$ cat config.mk
export PLATFORM = sky130hd
export DESIGN_NAME = fetch_queue_flat
export DESIGN_NICKNAME = d
export VERILOG_FILES = /design/src/rtl/fetch_queue_if.sv /design/src/rtl/fetch_queue.sv /design/src/flat_wrapper.sv
export SDC_FILE = /design/constraint.sdc
export NUM_CORES = 2
export LEC_CHECK = 0
export ABC_AREA = 1
export BUFFER_PORTS_ARGS = -buffer_cell sky130_fd_sc_hd__buf_2
export CAP_MARGIN = 20
export CORE_MARGIN = 5
export CORE_UTILIZATION = 56
export DETAILED_ROUTE_END_ITERATION = 12
export HOLD_SLACK_MARGIN = 0.02
export PLACE_DENSITY = 0.76
export SYNTH_ARGS = -nofsm -noshare
export SYNTH_HDL_FRONTEND = slang
export SYNTH_SLANG_ARGS = --single-unit
$ cat constraint.sdc
create_clock -name clk -period 12.3 [get_ports clk]
set_input_delay 1.845 -clock clk [delete_from_list [all_inputs] [get_ports clk]]
set_output_delay 1.845 -clock clk [all_outputs]
set_load 0.02 [all_outputs]
$ cat src/rtl/fetch_queue_if.sv
// Fetch queue signal bundle: backend redirect, imem request/response and instruction head.
// The master modport is the fetch queue itself; slave is the surrounding environment.
interface fetch_queue_if;
    logic        flush;
    logic [31:0] flush_pc;
    logic [63:0] flush_order;
    logic [31:0] imem_addr;
    logic [3:0]  imem_rmask;
    logic        imem_rqst;
    logic        imem_ready;
    logic        imem_resp;
    logic [31:0] imem_rdata;
    logic        inst_valid;
    logic        inst_ready;
    logic [31:0] inst_data;
    logic [31:0] inst_pc;
    logic [63:0] inst_order;

    modport master (
        input  flush, flush_pc, flush_order, imem_ready, imem_resp, imem_rdata, inst_ready,
        output imem_addr, imem_rmask, imem_rqst, inst_valid, inst_data, inst_pc, inst_order
    );

    modport slave (
        output flush, flush_pc, flush_order, imem_ready, imem_resp, imem_rdata, inst_ready,
        input  imem_addr, imem_rmask, imem_rqst, inst_valid, inst_data, inst_pc, inst_order
    );
endinterface

$ cat src/rtl/fetch_queue.sv
// Instruction fetch queue: sequential imem requests, in-order tag tracking, DEPTH-entry buffer.
// Optional macro FETCH_QUEUE_BYPASS_EN forwards a response to the head when the queue is empty.
module fetch_queue #(
    parameter logic [31:0] PC_RESET        = 32'h6000_0000,
    parameter int unsigned DEPTH           = 8,
    parameter int unsigned MAX_OUTSTANDING = 2
) (
    input  logic          clk,
    input  logic          rst,
    fetch_queue_if.master ifc
);
    localparam int unsigned PtrW = $clog2(DEPTH);
    localparam int unsigned CntW = PtrW + 1;

    typedef logic [PtrW-1:0] ptr_t;
    typedef logic [CntW-1:0] cnt_t;
    typedef logic [CntW:0]   sum_t;

    logic [31:0] pc_q, pc_d;
    logic [63:0] order_q, order_d;
    cnt_t        count_q, count_d;
    cnt_t        outst_q, outst_d;
    cnt_t        drop_q, drop_d;
    ptr_t        qhd_q, qhd_d, qtl_q, qtl_d;
    ptr_t        thd_q, thd_d, ttl_q, ttl_d;

    logic [31:0] q_data_mem    [DEPTH];
    logic [31:0] q_pc_mem      [DEPTH];
    logic [63:0] q_order_mem   [DEPTH];
    logic [31:0] tag_pc_mem    [DEPTH];
    logic [63:0] tag_order_mem [DEPTH];

    logic rqst, accept, resp_vld, live_resp, bypass, push, pop;

    always_comb begin
        // Issue only while every in-flight request (dropped ones included) has a queue slot.
        rqst = rst && !ifc.flush && (outst_q < cnt_t'(MAX_OUTSTANDING)) &&
               ((sum_t'(count_q) + sum_t'(outst_q)) < sum_t'(DEPTH));
        accept    = rqst && ifc.imem_ready;
        resp_vld  = ifc.imem_resp && (outst_q != '0);
        live_resp = resp_vld && (drop_q == '0) && !ifc.flush;
`ifdef FETCH_QUEUE_BYPASS_EN
        bypass    = live_resp && (count_q == '0);
`else
        bypass    = 1'b0;
`endif
        pop  = rst && !ifc.flush && (count_q != '0) && ifc.inst_ready;
        push = live_resp && !(bypass && ifc.inst_ready);

        ifc.imem_rqst  = rqst;
        ifc.imem_rmask = rqst ? 4'hF : 4'h0;
        ifc.imem_addr  = rst ? pc_q : PC_RESET;
        ifc.inst_valid = rst && !ifc.flush && ((count_q != '0) || bypass);
        if (bypass) begin
            ifc.inst_data  = ifc.imem_rdata;
            ifc.inst_pc    = tag_pc_mem[thd_q];
            ifc.inst_order = tag_order_mem[thd_q];
        end else begin
            ifc.inst_data  = q_data_mem[qhd_q];
            ifc.inst_pc    = q_pc_mem[qhd_q];
            ifc.inst_order = q_order_mem[qhd_q];
        end
    end

    always_comb begin
        pc_d    = pc_q;
        order_d = order_q;
        count_d = count_q;
        outst_d = outst_q;
        drop_d  = drop_q;
        qhd_d   = qhd_q;
        qtl_d   = qtl_q;
        thd_d   = thd_q;
        ttl_d   = ttl_q;
        if (ifc.flush) begin
            pc_d    = ifc.flush_pc;
            order_d = ifc.flush_order;
            count_d = '0;
            qhd_d   = '0;
            qtl_d   = '0;
            thd_d   = '0;
            ttl_d   = '0;
            outst_d = outst_q - cnt_t'(resp_vld);
            // Everything still in flight belongs to the old stream.
            drop_d  = outst_d;
        end else begin
            if (accept) begin
                pc_d    = pc_q + 32'd4;
                order_d = order_q + 64'd1;
                ttl_d   = ttl_q + ptr_t'(1);
            end
            if (live_resp) thd_d = thd_q + ptr_t'(1);
            if (push)      qtl_d = qtl_q + ptr_t'(1);
            if (pop)       qhd_d = qhd_q + ptr_t'(1);
            count_d = count_q + cnt_t'(push) - cnt_t'(pop);
            outst_d = outst_q + cnt_t'(accept) - cnt_t'(resp_vld);
            if (resp_vld && (drop_q != '0)) drop_d = drop_q - cnt_t'(1);
        end
    end

    always_ff @(posedge clk) begin
        if (!rst) begin
            pc_q    <= PC_RESET;
            order_q <= '0;
            count_q <= '0;
            outst_q <= '0;
            drop_q  <= '0;
            qhd_q   <= '0;
            qtl_q   <= '0;
            thd_q   <= '0;
            ttl_q   <= '0;
        end else begin
            pc_q    <= pc_d;
            order_q <= order_d;
            count_q <= count_d;
            outst_q <= outst_d;
            drop_q  <= drop_d;
            qhd_q   <= qhd_d;
            qtl_q   <= qtl_d;
            thd_q   <= thd_d;
            ttl_q   <= ttl_d;
        end
    end

    always_ff @(posedge clk) begin
        if (accept) begin
            tag_pc_mem[ttl_q]    <= pc_q;
            tag_order_mem[ttl_q] <= order_q;
        end
        if (push) begin
            q_data_mem[qtl_q]  <= ifc.imem_rdata;
            q_pc_mem[qtl_q]    <= tag_pc_mem[thd_q];
            q_order_mem[qtl_q] <= tag_order_mem[thd_q];
        end
    end

    // A response with nothing in flight is ignored above; flag it in simulation.
    resp_without_request: assert property (@(posedge clk) disable iff (!rst)
        !(ifc.imem_resp && (outst_q == '0)));

endmodule

$ cat src/flat_wrapper.sv
// flat-port wrapper written by rule: the top's interface ports become plain ports
module fetch_queue_flat 
#(
    parameter logic [31:0] PC_RESET        = 32'h6000_0000,
    parameter int unsigned DEPTH           = 8,
    parameter int unsigned MAX_OUTSTANDING = 2
)
  (clk, rst, ifc_flush, ifc_flush_pc, ifc_flush_order, ifc_imem_ready, ifc_imem_resp, ifc_imem_rdata, ifc_inst_ready, ifc_imem_addr, ifc_imem_rmask, ifc_imem_rqst, ifc_inst_valid, ifc_inst_data, ifc_inst_pc, ifc_inst_order);
  fetch_queue_if ifc_i ();
  input  logic clk;
  input  logic rst;
  input wire logic [$bits(ifc_i.flush)-1:0] ifc_flush;
  input wire logic [$bits(ifc_i.flush_pc)-1:0] ifc_flush_pc;
  input wire logic [$bits(ifc_i.flush_order)-1:0] ifc_flush_order;
  input wire logic [$bits(ifc_i.imem_ready)-1:0] ifc_imem_ready;
  input wire logic [$bits(ifc_i.imem_resp)-1:0] ifc_imem_resp;
  input wire logic [$bits(ifc_i.imem_rdata)-1:0] ifc_imem_rdata;
  input wire logic [$bits(ifc_i.inst_ready)-1:0] ifc_inst_ready;
  output wire logic [$bits(ifc_i.imem_addr)-1:0] ifc_imem_addr;
  output wire logic [$bits(ifc_i.imem_rmask)-1:0] ifc_imem_rmask;
  output wire logic [$bits(ifc_i.imem_rqst)-1:0] ifc_imem_rqst;
  output wire logic [$bits(ifc_i.inst_valid)-1:0] ifc_inst_valid;
  output wire logic [$bits(ifc_i.inst_data)-1:0] ifc_inst_data;
  output wire logic [$bits(ifc_i.inst_pc)-1:0] ifc_inst_pc;
  output wire logic [$bits(ifc_i.inst_order)-1:0] ifc_inst_order;
  assign ifc_i.flush = ifc_flush;
  assign ifc_i.flush_pc = ifc_flush_pc;
  assign ifc_i.flush_order = ifc_flush_order;
  assign ifc_i.imem_ready = ifc_imem_ready;
  assign ifc_i.imem_resp = ifc_imem_resp;
  assign ifc_i.imem_rdata = ifc_imem_rdata;
  assign ifc_i.inst_ready = ifc_inst_ready;
  assign ifc_imem_addr = ifc_i.imem_addr;
  assign ifc_imem_rmask = ifc_i.imem_rmask;
  assign ifc_imem_rqst = ifc_i.imem_rqst;
  assign ifc_inst_valid = ifc_i.inst_valid;
  assign ifc_inst_data = ifc_i.inst_data;
  assign ifc_inst_pc = ifc_i.inst_pc;
  assign ifc_inst_order = ifc_i.inst_order;
  fetch_queue #(.PC_RESET(PC_RESET), .DEPTH(DEPTH), .MAX_OUTSTANDING(MAX_OUTSTANDING)) u_core (.clk(clk), .rst(rst), .ifc(ifc_i));
endmodule
# After elaboration in Yosys (flattened, before gate mapping)
# Memories as Yosys holds them, arrays and structs flattened. A register that Yosys moved wholly into a read port is not among the register bits.
# Index checks and enable logic that the tools add are counted.
classes:
  div_mod_pow: 0
  n_reduce_logical: 18
  n_eq_ne: 0
  addsub: 13
  muxes: 23
  n_bitwise: 1
  mul: 0
  n_shift: 0
  order_cmp: 2
ops:
  columns: ["operator", "n"]
  rows:
  - ["64-bit 2-to-1 mux", 2]
  - ["32-bit 2-to-1 mux", 3]
  - ["64-bit by 1-bit adder with 64-bit output, second input constant", 1]
  - ["32-bit by 3-bit adder with 32-bit output, second input constant", 1]
  - ["3-bit 2-to-1 mux", 10]
  - ["4-bit 2-to-1 mux", 4]
  - ["3-bit by 1-bit adder with 3-bit output, second input constant", 4]
  - ["4-bit nonzero test", 3]
  - ["4-bit by 1-bit subtractor with 4-bit output", 3]
  - ["1-bit logical AND", 10]
  - ["4-bit by 1-bit adder with 4-bit output", 2]
  - ["4-bit by 4-bit adder with 5-bit output", 1]
  - ["5-bit by 4-bit < comparator with 1-bit output, second input constant", 1]
  - ["4-bit logical NOT", 1]
  - ["4-bit by 2-bit < comparator with 1-bit output, second input constant", 1]
  - ["1-bit 2-to-1 mux", 4]
  - ["2-bit nonzero test", 2]
  - ["4-bit by 1-bit subtractor with 4-bit output, second input constant", 1]
  - ["2-bit OR reduction", 1]
  - ["1-bit logical NOT", 1]
  - ["1-bit inverter", 1]
word_totals:
  ramBits: 1792
  ff_bits: 120
  output_inout_bits: 166
  wordCells: 71
  memories: 5
  latchBits: 0
  input_bits: 134
  rom_bits: 0
memory_table:
  columns: ["memory", "depth", "width", "read_ports", "rd_ports_with_merged_regs", "wr", "line", "text"]
  rows:
  - ["u_core.q_order_mem", 8, 64, 1, 1, 1, "fetch_queue.sv:29", "logic [63:0] q_order_mem [DEPTH];"]
  - ["u_core.tag_order_mem", 8, 64, 1, 1, 1, "fetch_queue.sv:31", "logic [63:0] tag_order_mem [DEPTH];"]
  - ["u_core.q_data_mem", 8, 32, 1, 1, 1, "fetch_queue.sv:27", "logic [31:0] q_data_mem [DEPTH];"]
  - ["u_core.q_pc_mem", 8, 32, 1, 1, 1, "fetch_queue.sv:28", "logic [31:0] q_pc_mem [DEPTH];"]
  - ["u_core.tag_pc_mem", 8, 32, 1, 1, 1, "fetch_queue.sv:30", "logic [31:0] tag_pc_mem [DEPTH];"]

# Longest topological paths before layout
logic_depth:
  depth_word: 8
  depth_mapped: 15
  mapped_depth_nobuf: 15

# Worst setup path before layout
# OpenSTA, ideal clock, no wires.
synth_timing:
  path_type: "input to register"
  start: "input ifc_flush"
  end: "memory u_core.q_data_mem[1][0] (enable)"
  slack_ns: 0.247
  t_arrival_ns: 11.280
  setup_time_ns: 0.773
  stages: 8
  cell_sequence: "inv_2 -> buf_4 -> nand3_1 -> nor2_2 -> inv_2 -> nor2_1 -> inv_2 -> nor3_1"
synth_between:
  elab_chain_cells: 4
synth_rtl:
  columns: ["item", "line", "text"]
  rows:
  - ["start, declared", "flat_wrapper.sv:12", "input wire logic [$bits(ifc_i.flush)-1:0] ifc_flush;"]
  - ["1-bit logical NOT", "fetch_queue.sv:41", "live_resp = resp_vld && (drop_q == '0) && !ifc.flush;"]
  - ["1-bit logical AND", "fetch_queue.sv:41", null]
  - ["1-bit 2-to-1 mux", "fetch_queue.sv:130", "if (push) begin"]
  - ["1-bit 2-to-1 mux (not written as such)", "fetch_queue.sv:131", "q_data_mem[qtl_q] <= ifc.imem_rdata;"]
  - ["end, declared", "fetch_queue.sv:27", null]
# No other way between the ends.

==> results.sh <==
export IMPL_slew_headroom_pct=12.59
export IMPL_synth_edf_count=1792
export IMPL_cts_clk_slew_worst_paths_ns=0.06
export IMPL_synth_mux_area_share_pct=0
export IMPL_cts_inserted_buffers=188
export IMPL_ys_types=40
export IMPL_rsz0062_at_grt="false"
export IMPL_cp_end_kind="output pin"
export IMPL_wl_per_cell_um=22.24
export IMPL_final_hold_viol_count=0
export IMPL_status="completed"
export IMPL_r2r_end="u_core.q_pc_mem[6][6]"
export IMPL_stdcell_area_mm2=0.08585
export IMPL_cp_top_family="buffers and inverters"
export IMPL_clk_latency_ns=0.81
export IMPL_die_w_um=380.8
export IMPL_via_count=51620
export IMPL_synth_top_family_by_area="simple AND/OR/NAND/NOR gates"
export IMPL_cp_arrival_ns=4.45
export IMPL_period_needed_ns=6.299
export IMPL_r2r_setup_slack_ns=7.97
export IMPL_grt_max_degree=249
export IMPL_slew_violations=0
export IMPL_startpoint_type="flip-flop"
export IMPL_grt_ovfl_total=0
export IMPL_cp_required_ns=10.45
export IMPL_synth_fa_ha_area_share_pct=0.4258
export IMPL_fin_cells=8609
export IMPL_start_util_pct=56.20
export IMPL_crit_end="ifc_inst_order[20]"
export IMPL_path_depth=5
export IMPL_worst_pin_slew_ns=1.311
export IMPL_cts_buffer_depth=3
export IMPL_netlist_area_mm2=0.07699
export IMPL_cts_hold_buf=0
export IMPL_ys_ff_latch=1918
export IMPL_worstPathMaxFanout=162
export IMPL_dr_pass1_iters=6
export IMPL_grt_pass1_wl_um=288600
export IMPL_io_buffer_count=299
export IMPL_cts_setup_buffers=0
export IMPL_placed_cells=8247
export IMPL_antenna_found_initial=9
export IMPL_drtAntennaViolNets=0
export IMPL_hp_class="reg2reg"
export IMPL_power_leakage_nw=28.99
export IMPL_ios=300
export IMPL_avgSynthCellArea_um2=11.85
export IMPL_cts_resized=0
export IMPL_async_reset_ff_share_pct=0
export IMPL_placed_area_mm2=0.07971
export IMPL_final_nets=6807
export IMPL_fin_crit_sh_pct=51.21
export IMPL_drive_above_1_share_pct=9.838
export IMPL_synthFlopType="edfxtp_1"
export IMPL_core_area_mm2=0.1370
export IMPL_drt_total_wl_um=191400
export IMPL_power_mw=14.13
export IMPL_tritoncts="built"
export IMPL_dieArea_mm2=0.1450
export IMPL_fmax_mhz=158.8
export IMPL_grt_pass1_vias=48660
export IMPL_drc=0
export IMPL_num_rows=136
export IMPL_synthesis_nets=6657
export IMPL_cts_sinks=1918
export IMPL_viasPerCell=5.996
export IMPL_die_h_um=380.8
export IMPL_whs_path_depth=2
export IMPL_drv_cap=0
export IMPL_finalSetupTns_ns=0
export IMPL_slowest_stage="a31oi_1"
export IMPL_synthSimpleGateAreaFrac_pct=11.99
export IMPL_ir_drop_uv=134.2
export IMPL_cts_max_level=4
export IMPL_critPathBufInv=3
export IMPL_gp_congestion=0.8911
export IMPL_clock_skew_ns=0.02608
export IMPL_synth_compound_area_share_pct=11.07
export IMPL_slowest_delay_ns=0.91
export IMPL_yosysWarningCount=0
export IMPL_grt_usage_pct=25.72
export IMPL_reg2reg_depth=6
export IMPL_ys_seq_area_share_pct=73.17
export IMPL_drtIter0Drc=6757
export IMPL_setup_violations=0
export IMPL_hpwl_um=107200
export IMPL_synth_xor_area_share_pct=0.2503
export IMPL_area_growth_synth_to_final_pct=11.51
export IMPL_path_class="reg2out"
export IMPL_power_density_mw_per_mm2=164.5
export IMPL_syn_inst=6498
export IMPL_root_buffer="clkbuf_16"
export IMPL_crit_path_cell_trace="inv_8, buf_4, o21ai_0, a31oi_1, buf_2"
[how the worst min path moves through the flow]
stage / from / to / slack, ns
detailed placement: u_core.qhd_q[2] / flip-flop / 0.48
floorplan: u_core.qhd_q[2] / flip-flop / 0.43
global route: u_core.qhd_q[2] / u_core.qhd_q[2] / 0.52
CTS: u_core.qhd_q[2] / u_core.qhd_q[2] / 0.49
global placement: u_core.qhd_q[2] / flip-flop / 0.44
finish: u_core.qhd_q[2] / u_core.qhd_q[2] / 0.49
[cell usage after synthesis, drive strengths merged (28+ instances only)]
master,number,share of area (%)
buf,160,1.1
o21ai,1010,6.6
a31oi,240,2.0
edfxtp,1792,70
inv,181,0.88
nor3,28,0.18
a21oi,89,0.58
dfxtp,126,3.3
nand2,445,2.2
nand3,99,0.65
clkbuf,233,1.1
o22ai,227,1.8
nor2,1782,8.8
[worst register-to-register path: cells and delay by family, from the launching register on]
kind / cells / cell delay [ns]
buffers and inverters: 2 / 1.57
AOI/OAI and AO/OA: 3 / 1.42
DFF: 1 / 0.91
and+or+nand+nor: 1 / 0.08
[cell type report]
cell class                      instances  area (um^2)
Inverter                              183        728.2
Clock buffer                          246         5099
Multi-Input combinational cell       4004        18360
Fill cell                           10040        51130
Tap cell                             1794         2245
Clock inverter                        106        935.9
Antenna cell                            5        12.51
Timing Repair Buffer                  353         2125
Sequential cell                      1918        56350
[through the flow]
step	util (%)	setup WS [ns]	hold WS, ns
3_3_place_gp	58.19	6.282	0.4449
2_1_floorplan	-	0.2472	0.4334
6_report	62.68	6.001	0.4892
5_1_grt	62.67	5.692	0.5165
4_1_cts	62.60	5.356	0.4945
3_5_place_dp	58.19	6.245	0.4835
[metal layers]
layer  global-route usage, %  vias up  share of wire [%]
li1                        -    23570                  -
met1                   39.12    24910                 41
met2                   38.10     2811                 45
met3                   4.890      337                 11
met4                   7.949        0                2.8
met5                       0        -                  0
[registers in the layout (all words and copies together) (netlist names), 32 cells and up, named ones only]
register and flops:
u_core.q_order_mem 512, u_core.tag_order_mem 512, u_core.q_data_mem 256, u_core.q_pc_mem 256, u_core.tag_pc_mem 256, u_core.order_q 64, u_core.pc_q 32
[report_power, final]
part	internal, mW	switching [mW]
registers	7.40	0.144
clock network	3.18	2.39
logic	0.260	0.747
[cell families after synthesis]
group | Yosys count
xor+xnor | 22
compound gates | 1579
buf+inv | 576
fa+ha+maj | 25
simple gates | 2378
flops | 1918
[cell usage in the layout, fill, tap and decap left out, types with 5 or more instances in the layout]
cell / Yosys / layout
nor3_1: 28 / 14
o21ai_0: 982 / 982
nand4_1: 18 / 18
nand3_1: 98 / 98
clkinv_1: 1 / 45
clkbuf_16: 0 / 193
clkinv_2: 1 / 31
a21oi_1: 89 / 89
inv_6: 0 / 8
o21ai_1: 28 / 28
buf_4: 15 / 38
inv_2: 8 / 6
a31oi_1: 240 / 240
nand2_1: 441 / 441
ha_1: 23 / 23
xor2_1: 19 / 19
nor2_2: 10 / 11
clkbuf_1: 233 / 46
inv_8: 0 / 6
nor2_4: 3 / 5
buf_12: 0 / 13
inv_1: 173 / 169
clkbuf_8: 0 / 7
nor2_1: 1768 / 1765
diode_2: 0 / 5
buf_2: 106 / 299
o22ai_1: 227 / 227
nor3_2: 0 / 14
bufinv_16: 0 / 12
edfxtp_1: 1792 / 1792
dfxtp_1: 126 / 122
(Power assumes the default switching activity.)
